### src/rtl/pw_conv_sched.sv
`default_nettype none
// ============================================================================
// Module   : pw_conv_sched
// Purpose  : Sequencer for the 1x1 pointwise MAC of a depthwise-separable
//            block. Walks pixel -> out-channel -> in-channel loops (in-channel
//            fastest), issues 1-cycle-latency reads to the activation and
//            weight SRAMs, and emits a valid/ready beat stream carrying
//            activation, weight, bias, first/last-in-channel flags and oc_idx.
// Ports    : clk, rst_n (async, active low)
//            start / abort             - job control
//            cfg_in_ch, cfg_out_ch,
//            cfg_num_pix, cfg_act_base - job configuration, latched on start
//            busy / done               - job status
//            act_rd_*, wgt_rd_*        - SRAM read ports (1-cycle latency)
//            bias_rd_data              - bias returned alongside read data
//            pw_in_*                   - beat stream towards the MAC
//            oc_idx                    - output channel of the current beat
//            perf_stall_cnt            - only with PW_CONV_SCHED_PERF_EN
// Options  : PW_CONV_SCHED_PERF_EN - adds a saturating 32-bit stall counter
// Revision : 1.0 - initial release
// ============================================================================
module pw_conv_sched #(
    parameter int DATA_W     = 8,
    parameter int ACC_W      = 32,
    parameter int MAX_IN_CH  = 1024,
    parameter int MAX_OUT_CH = 1024,
    parameter int MAX_PIX    = 12544,
    parameter int ACT_AW     = 24,
    parameter int WGT_AW     = 20
) (
    input  logic                              clk,
    input  logic                              rst_n,
    input  logic                              start,
    input  logic                              abort,
    input  logic [$clog2(MAX_IN_CH+1)-1:0]    cfg_in_ch,
    input  logic [$clog2(MAX_OUT_CH+1)-1:0]   cfg_out_ch,
    input  logic [$clog2(MAX_PIX+1)-1:0]      cfg_num_pix,
    input  logic [ACT_AW-1:0]                 cfg_act_base,
    output logic                              busy,
    output logic                              done,
    output logic                              act_rd_en,
    output logic [ACT_AW-1:0]                 act_rd_addr,
    input  logic [DATA_W-1:0]                 act_rd_data,
    output logic                              wgt_rd_en,
    output logic [WGT_AW-1:0]                 wgt_rd_addr,
    input  logic [DATA_W-1:0]                 wgt_rd_data,
    input  logic [ACC_W-1:0]                  bias_rd_data,
    output logic                              pw_in_valid,
    input  logic                              pw_in_ready,
    output logic [DATA_W-1:0]                 pw_in_data,
    output logic [DATA_W-1:0]                 pw_weight,
    output logic [ACC_W-1:0]                  pw_bias_acc,
    output logic                              pw_first_in_ch,
    output logic                              pw_last_in_ch,
    output logic [$clog2(MAX_OUT_CH)-1:0]     oc_idx
`ifdef PW_CONV_SCHED_PERF_EN
    ,
    output logic [31:0]                       perf_stall_cnt
`endif
);

    localparam int c_ic_w  = $clog2(MAX_IN_CH + 1);
    localparam int c_oc_w  = $clog2(MAX_OUT_CH + 1);
    localparam int c_oci_w = $clog2(MAX_OUT_CH);
    localparam int c_pix_w = $clog2(MAX_PIX + 1);

    typedef enum logic [1:0] {
        S_IDLE  = 2'd0,
        S_RUN   = 2'd1,
        S_DRAIN = 2'd2,
        S_DONE  = 2'd3
    } state_t;

    state_t r_state;
    state_t w_state_nxt;

    // Latched configuration (terminal counts kept pre-decremented)
    logic [c_ic_w-1:0]   r_in_ch;
    logic [c_ic_w-1:0]   r_in_ch_m1;
    logic [c_oc_w-1:0]   r_out_ch_m1;
    logic [c_pix_w-1:0]  r_num_pix_m1;

    // Loop counters and running addresses
    logic [c_ic_w-1:0]   r_ic;
    logic [c_oci_w-1:0]  r_oc;
    logic [c_pix_w-1:0]  r_pix;
    logic [ACT_AW-1:0]   r_act_addr;
    logic [ACT_AW-1:0]   r_pix_base;
    logic [WGT_AW-1:0]   r_wgt_addr;

    // Side-band of the read currently in flight (data returns next cycle)
    logic                r_inflight;
    logic                r_inf_first;
    logic                r_inf_last;
    logic [c_oci_w-1:0]  r_inf_oc;

    // 2-entry output FIFO
    logic [DATA_W-1:0]   r_fifo_data  [2];
    logic [DATA_W-1:0]   r_fifo_wgt   [2];
    logic [ACC_W-1:0]    r_fifo_bias  [2];
    logic                r_fifo_first [2];
    logic                r_fifo_last  [2];
    logic [c_oci_w-1:0]  r_fifo_oc    [2];
    logic                r_wr_ptr;
    logic                r_rd_ptr;
    logic [1:0]          r_count;

    logic                w_start_acc;
    logic                w_cfg_zero;
    logic                w_valid;
    logic                w_pop;
    logic                w_pop_mem;
    logic                w_push;
    logic [2:0]          w_occ_after;
    logic                w_issue;
    logic                w_ic_wrap;
    logic                w_oc_wrap;
    logic                w_pix_wrap;
    logic                w_last_issue;
    logic                w_drained;

    logic [DATA_W-1:0]   w_head_data;
    logic [DATA_W-1:0]   w_head_wgt;
    logic [ACC_W-1:0]    w_head_bias;
    logic                w_head_first;
    logic                w_head_last;
    logic [c_oci_w-1:0]  w_head_oc;

    // ------------------------------------------------------------------------
    // Control decode
    // ------------------------------------------------------------------------
    assign w_start_acc = (r_state == S_IDLE) && start && !abort;
    assign w_cfg_zero  = (cfg_in_ch == '0) || (cfg_out_ch == '0) || (cfg_num_pix == '0);

    // The in-flight read counts as a visible FIFO entry: its data is
    // presented straight from the SRAM bus while nothing older is stored,
    // which gives the start -> read -> valid latency of two cycles.
    assign w_valid   = (r_count != 2'd0) || r_inflight;
    assign w_pop     = w_valid && pw_in_ready;
    assign w_pop_mem = w_pop && (r_count != 2'd0);
    assign w_push    = r_inflight && !(w_pop && (r_count == 2'd0));

    // Stored entries after this cycle; a new read only goes out if its data
    // is guaranteed a slot when it returns.
    assign w_occ_after = 3'(r_count) + 3'(r_inflight) - 3'(w_pop);
    assign w_drained   = (w_occ_after == 3'd0);

    assign w_issue      = (r_state == S_RUN) && !abort && (w_occ_after < 3'd2);
    assign w_ic_wrap    = (r_ic == r_in_ch_m1);
    assign w_oc_wrap    = (c_oc_w'(r_oc) == r_out_ch_m1);
    assign w_pix_wrap   = (r_pix == r_num_pix_m1);
    assign w_last_issue = w_issue && w_ic_wrap && w_oc_wrap && w_pix_wrap;

    // ------------------------------------------------------------------------
    // FSM
    // ------------------------------------------------------------------------
    always_ff @(posedge clk or negedge rst_n) begin
        if (!rst_n) begin
            r_state <= S_IDLE;
        end else begin
            r_state <= w_state_nxt;
        end
    end

    always_comb begin
        w_state_nxt = r_state;
        busy        = 1'b0;
        done        = 1'b0;
        case (r_state)
            S_IDLE: begin
                if (start) begin
                    w_state_nxt = w_cfg_zero ? S_DRAIN : S_RUN;
                end
            end
            S_RUN: begin
                busy = 1'b1;
                if (w_last_issue) begin
                    w_state_nxt = S_DRAIN;
                end
            end
            S_DRAIN: begin
                busy = 1'b1;
                if (w_drained) begin
                    w_state_nxt = S_DONE;
                end
            end
            S_DONE: begin
                done        = 1'b1;
                w_state_nxt = S_IDLE;
            end
            default: begin
                w_state_nxt = S_IDLE;
            end
        endcase
        if (abort) begin
            w_state_nxt = S_IDLE;
            done        = 1'b0;
        end
    end

    // ------------------------------------------------------------------------
    // Configuration latch, loop counters and running address adders
    // ------------------------------------------------------------------------
    always_ff @(posedge clk or negedge rst_n) begin
        if (!rst_n) begin
            r_in_ch      <= '0;
            r_in_ch_m1   <= '0;
            r_out_ch_m1  <= '0;
            r_num_pix_m1 <= '0;
            r_ic         <= '0;
            r_oc         <= '0;
            r_pix        <= '0;
            r_act_addr   <= '0;
            r_pix_base   <= '0;
            r_wgt_addr   <= '0;
        end else if (w_start_acc) begin
            r_in_ch      <= cfg_in_ch;
            r_in_ch_m1   <= cfg_in_ch - c_ic_w'(1);
            r_out_ch_m1  <= cfg_out_ch - c_oc_w'(1);
            r_num_pix_m1 <= cfg_num_pix - c_pix_w'(1);
            r_ic         <= '0;
            r_oc         <= '0;
            r_pix        <= '0;
            r_act_addr   <= cfg_act_base;
            r_pix_base   <= cfg_act_base;
            r_wgt_addr   <= '0;
        end else if (w_issue) begin
            if (!w_ic_wrap) begin
                r_ic       <= r_ic + c_ic_w'(1);
                r_act_addr <= r_act_addr + ACT_AW'(1);
                r_wgt_addr <= r_wgt_addr + WGT_AW'(1);
            end else begin
                r_ic <= '0;
                if (!w_oc_wrap) begin
                    // Weights for consecutive oc are contiguous, so the
                    // weight address simply keeps counting.
                    r_oc       <= r_oc + c_oci_w'(1);
                    r_act_addr <= r_pix_base;
                    r_wgt_addr <= r_wgt_addr + WGT_AW'(1);
                end else begin
                    r_oc       <= '0;
                    r_pix      <= r_pix + c_pix_w'(1);
                    r_pix_base <= r_pix_base + ACT_AW'(r_in_ch);
                    r_act_addr <= r_pix_base + ACT_AW'(r_in_ch);
                    r_wgt_addr <= '0;
                end
            end
        end
    end

    // ------------------------------------------------------------------------
    // In-flight side-band: flags and oc travel one cycle behind the read
    // ------------------------------------------------------------------------
    always_ff @(posedge clk or negedge rst_n) begin
        if (!rst_n) begin
            r_inflight  <= 1'b0;
            r_inf_first <= 1'b0;
            r_inf_last  <= 1'b0;
            r_inf_oc    <= '0;
        end else begin
            r_inflight <= w_issue;
            if (w_issue) begin
                r_inf_first <= (r_ic == '0);
                r_inf_last  <= w_ic_wrap;
                r_inf_oc    <= r_oc;
            end
        end
    end

    // ------------------------------------------------------------------------
    // Output FIFO
    // ------------------------------------------------------------------------
    always_ff @(posedge clk or negedge rst_n) begin
        if (!rst_n) begin
            r_wr_ptr <= 1'b0;
            r_rd_ptr <= 1'b0;
            r_count  <= 2'd0;
            for (int i = 0; i < 2; i++) begin
                r_fifo_data[i]  <= '0;
                r_fifo_wgt[i]   <= '0;
                r_fifo_bias[i]  <= '0;
                r_fifo_first[i] <= 1'b0;
                r_fifo_last[i]  <= 1'b0;
                r_fifo_oc[i]    <= '0;
            end
        end else if (abort) begin
            r_wr_ptr <= 1'b0;
            r_rd_ptr <= 1'b0;
            r_count  <= 2'd0;
        end else begin
            if (w_push) begin
                r_fifo_data[r_wr_ptr]  <= act_rd_data;
                r_fifo_wgt[r_wr_ptr]   <= wgt_rd_data;
                r_fifo_bias[r_wr_ptr]  <= bias_rd_data;
                r_fifo_first[r_wr_ptr] <= r_inf_first;
                r_fifo_last[r_wr_ptr]  <= r_inf_last;
                r_fifo_oc[r_wr_ptr]    <= r_inf_oc;
                r_wr_ptr               <= ~r_wr_ptr;
            end
            if (w_pop_mem) begin
                r_rd_ptr <= ~r_rd_ptr;
            end
            r_count <= r_count + 2'(w_push) - 2'(w_pop_mem);
        end
    end

    // Head: oldest stored entry, else the read data arriving this cycle
    always_comb begin
        w_head_data  = act_rd_data;
        w_head_wgt   = wgt_rd_data;
        w_head_bias  = bias_rd_data;
        w_head_first = r_inf_first;
        w_head_last  = r_inf_last;
        w_head_oc    = r_inf_oc;
        if (r_count != 2'd0) begin
            w_head_data  = r_fifo_data[r_rd_ptr];
            w_head_wgt   = r_fifo_wgt[r_rd_ptr];
            w_head_bias  = r_fifo_bias[r_rd_ptr];
            w_head_first = r_fifo_first[r_rd_ptr];
            w_head_last  = r_fifo_last[r_rd_ptr];
            w_head_oc    = r_fifo_oc[r_rd_ptr];
        end
    end

    // ------------------------------------------------------------------------
    // Outputs (beat fields forced to zero whenever no beat is offered)
    // ------------------------------------------------------------------------
    assign act_rd_en      = w_issue;
    assign wgt_rd_en      = w_issue;
    assign act_rd_addr    = r_act_addr;
    assign wgt_rd_addr    = r_wgt_addr;

    assign pw_in_valid    = w_valid;
    assign pw_in_data     = w_valid ? w_head_data  : '0;
    assign pw_weight      = w_valid ? w_head_wgt   : '0;
    assign pw_bias_acc    = w_valid ? w_head_bias  : '0;
    assign pw_first_in_ch = w_valid && w_head_first;
    assign pw_last_in_ch  = w_valid && w_head_last;
    assign oc_idx         = w_valid ? w_head_oc    : '0;

`ifdef PW_CONV_SCHED_PERF_EN
    logic [31:0] r_perf_stall;

    always_ff @(posedge clk or negedge rst_n) begin
        if (!rst_n) begin
            r_perf_stall <= '0;
        end else if (w_start_acc) begin
            r_perf_stall <= '0;
        end else if (busy && w_valid && !pw_in_ready && (r_perf_stall != 32'hFFFF_FFFF)) begin
            r_perf_stall <= r_perf_stall + 32'd1;
        end
    end

    assign perf_stall_cnt = r_perf_stall;
`endif

endmodule
`default_nettype wire

### config.mk
export PLATFORM = sky130hd
export DESIGN_NAME = pw_conv_sched
export DESIGN_NICKNAME = d
export VERILOG_FILES = /design/src/rtl/pw_conv_sched.sv
export SDC_FILE = /design/constraint.sdc
export NUM_CORES = 1
export LEC_CHECK = 0
export ABC_AREA = 0
export ABC_CLOCK_PERIOD_IN_PS = 4390
export CAP_MARGIN = 30
export CORE_MARGIN = 3
export CORE_UTILIZATION = 42
export DETAILED_ROUTE_END_ITERATION = 8
export GPL_TIMING_DRIVEN = 0
export HOLD_SLACK_MARGIN = 0.15
export PLACE_DENSITY = 0.69
export RECOVER_POWER = 50
export REMOVE_ABC_BUFFERS = 1
export SYNTH_ARGS = -nofsm -noshare
export SYNTH_HDL_FRONTEND = slang
export SYNTH_SLANG_ARGS = --single-unit
### constraint.sdc
create_clock -name clk -period 4.39 [get_ports clk]
set_input_delay 0.6585 -clock clk [delete_from_list [all_inputs] [get_ports clk]]
set_output_delay 0.6585 -clock clk [all_outputs]
set_load 0.03 [all_outputs]
# == After elaboration in Yosys (flattened, before gate mapping) ==
# Cells that the tools add are included.
# W data, S select, Z words.
# op_classes
mul,0
reduce_logical,37
muxes,78
n_lt_le_gt_ge,4
div,0
n_bitwise,5
n_eq_ne,9
addsub,13
shifts,0
# ops
operator,n
$mux W32,6
$mux W24,7
$mux W10,10
$mux W8,11
$mux W20,4
$bwmux W64,1
$mux W14,4
$logic_not A11 Y1,3
$mux W11,3
$bwmux W16,2
$demux W32 S1,1
$add A24 B1 Y24 const B,1
$add A24 B11 Y24,1
$sub A11 B1 Y11 const B,2
$add A20 B1 Y20 const B,1
$bwmux W20,1
$mux W1,16
$add A14 B1 Y14 const B,1
$eq A14 B14 Y1,1
$logic_and A1 B1 Y1,14
$logic_not A14 Y1,1
$sub A14 B1 Y14 const B,1
$mux W2,6
$reduce_bool A2 Y1,6
28 further kinds,42
# word_totals
output_inout_bits,109
inputBits,113
ff_bits,289
n_memories,0
romBits,0
ram_bits,0
latch_bits,0

# == Depth between registers and ports, before layout ==
# logic_depth
word_depth,12
depth_mapped,18
mapped_depth_nobuf,14

# == Worst setup path after synthesis ==
# OpenSTA, ideal clock, no wires.
# synth_timing
path_type,flip-flop to output port
from,reg r_inflight
to,out wgt_rd_en
stages_incl_launch_ff,15
arrival_ns,3.715
path_slack_ns,0.016
path_buffers,4
cell_sequence,dfrtp_1 clkbuf_1 or3_1 and2_1 ha_1 inv_1 ha_1 inv_1 fa_1 xnor2_1 nand4_1 inv_1 clkbuf_1 clkbuf_1 buf_4
# synth_between
elab_chain_cells,5
# synth_rtl
element,line,source
start: declaration,92,logic r_inflight;
start signal: assignment,261,r_inflight <= w_issue;
$logic_or A1 B1 Y1,138,assign w_valid = (r_count != 2'd0) || r_inflight;
named net pw_in_valid,48,"output logic pw_in_valid,"
$logic_and A1 B1 Y1,139,assign w_pop = w_valid && pw_in_ready;
$sub A3 B1 Y3,145,assign w_occ_after = 3'(r_count) + 3'(r_inflight) - 3'(w_pop);
$lt A3 B2 Y1,148,assign w_issue = (r_state == S_RUN) && !abort && (w_occ_after < 3'd2);
$logic_and A1 B1 Y1,148,
end: declaration,44,"output logic wgt_rd_en,"
# The timed path passes the listed nets, and every way through them passes these cells.

# == Worst setup path in the final report ==
# layout_timing
from,reg r_inflight
to,out act_rd_en
# layout_between
elab_chain_cells,5
# layout_rtl
element,line,source
"parallel branches: the longest is 2 deep, another holds $add A2 B1 Y3",--,
$sub A3 B1 Y3 (*),145,
$lt A3 B2 Y1 (*),148,
$logic_and A1 B1 Y1 (*),148,
end: declaration,41,"output logic act_rd_en,"
# Mark *: on every way between the ends.

==> flow_metrics.env <==
export IMPL_status="finished with violations"
export IMPL_violations="capacitance limit, slew limit"
export IMPL_async_flop_share_pct=100.0
export IMPL_syn_to_final_growth_pct=26.89
export IMPL_place_congestion=0.8705
export IMPL_insertion_delay_ns=0.51
export IMPL_path_class="register to primary output"
export IMPL_synthFlopType="dfrtp_1"
export IMPL_core_um2=36090
export IMPL_pwr_share_comb_pct=40.0
export IMPL_final_cell_area_um2=19800
export IMPL_grt_remaining_overflow=0
export IMPL_cpPeakStageDelay_ns=0.51
export IMPL_avgSynthCellArea_um2=9.797
export IMPL_switchingPower_mw=4.475
export IMPL_synth_edf_count=0
export IMPL_finalSetupTns_ns=0
export IMPL_arrival_ns=3.62
export IMPL_antenna_found_initial=0
export IMPL_portBuffers=221
export IMPL_seq_area_frac_synth_pct=46.34
export IMPL_drive_gt1_share_pct=13.93
export IMPL_irDropWorstVdd_uv=414.8
export IMPL_p_per_area_nw_per_um2=591.9
export IMPL_ys_types=70
export IMPL_vias=12940
export IMPL_cp_required_ns=3.73
export IMPL_cp_slowest_cell="dfrtp_4"
export IMPL_initial_core_util_pct=43.25
export IMPL_root_buffer="clkbuf_16"
export IMPL_maxCapViolCount=1
export IMPL_drt_total_wl_um=43070
export IMPL_cts_buffers=34
export IMPL_drtAntennaViolNets=0
export IMPL_synth_warnings=0
export IMPL_num_rows=69
export IMPL_synthesis_area_um2=15610
export IMPL_htreeDepth=2
export IMPL_clkTransAtPathRegs_ns=0.06
export IMPL_hp_class="register to register"
export IMPL_max_freq_ghz=0.2337
export IMPL_fin_nets=1941
export IMPL_final_common_cell="dfrtp_1"
export IMPL_slew_viol_final=71
export IMPL_cp_end_kind="primary output"
export IMPL_drc=0
export IMPL_via_per_inst=5.666
export IMPL_p_clk_share_pct=24.7
export IMPL_swShare_pct=38.18
export IMPL_die_x_um=198.8
export IMPL_cts_sinks=289
export IMPL_die_h_um=198.8
export IMPL_io_pins=222
export IMPL_grt_usage_pct=21.21
export IMPL_pwr_share_seq_pct=35.2
export IMPL_first_pass_iters=5
export IMPL_crit_chain="or3_4 > and2_1 > ha_1 > inv_1 > ha_1 > inv_1 > fa_2 > xnor2_2 > nand4_1 > buf_4 > buf_6 > clkinvlp_4 > buf_4"
export IMPL_hold_viol_final=0
export IMPL_grt_pass1_wl_um=67920
export IMPL_ctsLongestPathBuffers=3
export IMPL_dp_hpwl_um=30060
export IMPL_die_area_um2=39510
export IMPL_wl_per_cell_um=18.86
export IMPL_cts_tree="yes"
export IMPL_final_cell_mix="287 x dfrtp_1, 218 x clkdlybuf4s50_1, 178 x nand2_1"
export IMPL_tightest_slew_ns=1.823
export IMPL_fin_crit_sh_pct=97.46
export IMPL_grt_pass1_vias=12700
export IMPL_p_total_mw=11.72
export IMPL_synthCells=1593
export IMPL_rsz0062_at_grt="true"
export IMPL_grt_max_degree=111
export IMPL_drt_first_iter_violations=846
export IMPL_slew_headroom_pct=-21.54
export IMPL_ys_ff_latch=289
export IMPL_critPathMaxFanout=16
export IMPL_min_period_ns=4.278
export IMPL_setup_viol_count_final=0
export IMPL_cell_internal_pwr_mw=7.246
export IMPL_skew_ns=0.01706
export IMPL_n_antenna_cell=0
export IMPL_place_area_um2=18490
export IMPL_startpoint_type="register"
export IMPL_p_leak_nw=8.240
==> critical path, delay by kind of cell (launching register included) <==
kind	cells	cell delay, ns
buffers and inverters	6	0.82
and+or+nand+nor	3	0.79
adders and majority gates	3	0.76
DFF	1	0.51
xor gates and xnor gates	1	0.22
==> flip-flops by register name, summed over array words and instances, names as in the netlist, 11 cells and up <==
name / flops
r_pix: 14
r_ic: 11
r_fifo_oc: 20
r_num_pix_m1: 14
r_fifo_wgt: 16
r_fifo_bias: 64
r_out_ch_m1: 11
r_fifo_data: 16
wgt_rd_addr: 20
r_in_ch_m1: 11
act_rd_addr: 24
r_pix_base: 24
r_in_ch: 11
==> worst paths after layout <==
| kind | to | start | slack (ns) | cells after the start |
|---|---|---|---|---|
| worst max-delay path | act_rd_en | r_inflight | 0.11 | 13 |
| worst min-delay path | r_out_ch_m1[10] | r_out_ch_m1[10] | 0.49 | 2 |
| worst max register to register | act_rd_addr[6] | r_inflight | 0.13 | 15 |
| worst min register to register | r_out_ch_m1[10] | r_out_ch_m1[10] | 0.49 | 2 |
| max in group asynchronous | act_rd_addr[15] | rst_n | 1.38 | 4 |
| min in group asynchronous | r_fifo_data[0] | rst_n | 1.16 | 2 |
==> through the flow <==
| stage | util, % | worst slack (ns) | instances | hold WS [ns] |
|---|---|---|---|---|
| 2_1_floorplan | - | -2.490 | 1499 | 0.3629 |
| 6_report | 54.87 | 0.1116 | 2284 | 0.4893 |
| 3_5_place_dp | 51.24 | -1.820 | 2209 | 0.4794 |
| 3_3_place_gp | 49.92 | -10.01 | 2181 | 0.4721 |
| 5_1_grt | 54.87 | -0.06875 | 2284 | 0.5133 |
| 4_1_cts | 54.75 | 0.0006506 | 2279 | 0.4926 |
==> Yosys cell counts, drive strengths merged, types with 29 or more instances <==
| cell type | count | share of area (%) |
|---|---|---|
| nor3 | 37 | 1.2 |
| mux2i | 67 | 4.3 |
| nand2 | 181 | 4.4 |
| mux2 | 122 | 8.8 |
| clkbuf | 73 | 1.8 |
| ha | 29 | 2.3 |
| nand4 | 29 | 1.2 |
| o21ai | 150 | 4.8 |
| dfrtp | 289 | 46 |
| xnor2 | 74 | 4.2 |
| nor2 | 109 | 2.7 |
| a21oi | 57 | 1.8 |
| nand3 | 95 | 3.1 |
| xor2 | 59 | 3.3 |
==> power by group through the flow <==
stage	clock [mW]	sequential (mW)	combinational (mW)
after floorplan	0	4.26	2.78
after global placement	0	4.24	4.53
after detailed placement	0	4.17	4.58
after CTS	2.97	4.11	4.69
after global routing	3.09	4.22	5.12
final	2.90	4.13	4.69
==> cell families after synthesis <==
logic type	count (synthesis)	synth area share, %
compound gates	284	10.60
xor+xnor	133	7.464
fa+ha+maj	31	2.582
buf+inv	120	3.063
flops	289	46.34
mux	189	13.10
simple gates	547	16.85
==> repair_timing <==
action / in CTS / in global routing
resized for setup: 13 / 14
pin swaps: 3 / 3
gates cloned: 1 / 0
setup endpoints to repair: 118 / 30
hold buffers: 1 / 0
endpoints found under the hold margin: 70 / 0
buffers inserted: 6 / 5
==> per-layer routing <==
metal / vias to the layer above / wire length (um) / share of wire [%] / global-route usage, %
met5: - / 0 / 0 / 0
met4: 0 / 1127 / 2.6 / 6.481
met3: 71 / 2725 / 6.3 / 3.608
met2: 438 / 20090 / 47 / 34.82
met1: 6390 / 19130 / 44 / 28.92
li1: 6043 / - / - / -
==> cell type report <==
type	count	area, um2
timing repair buffer	261	2725
fill	3189	16280
tap	461	576.8
clock buffer	51	1046
multi-input combinational	1184	7981
sequential	289	7239
timing repair inverter	1	5.005
inverter	26	101.3
clock inverter	11	127.6
(Power assumes the default switching activity.)
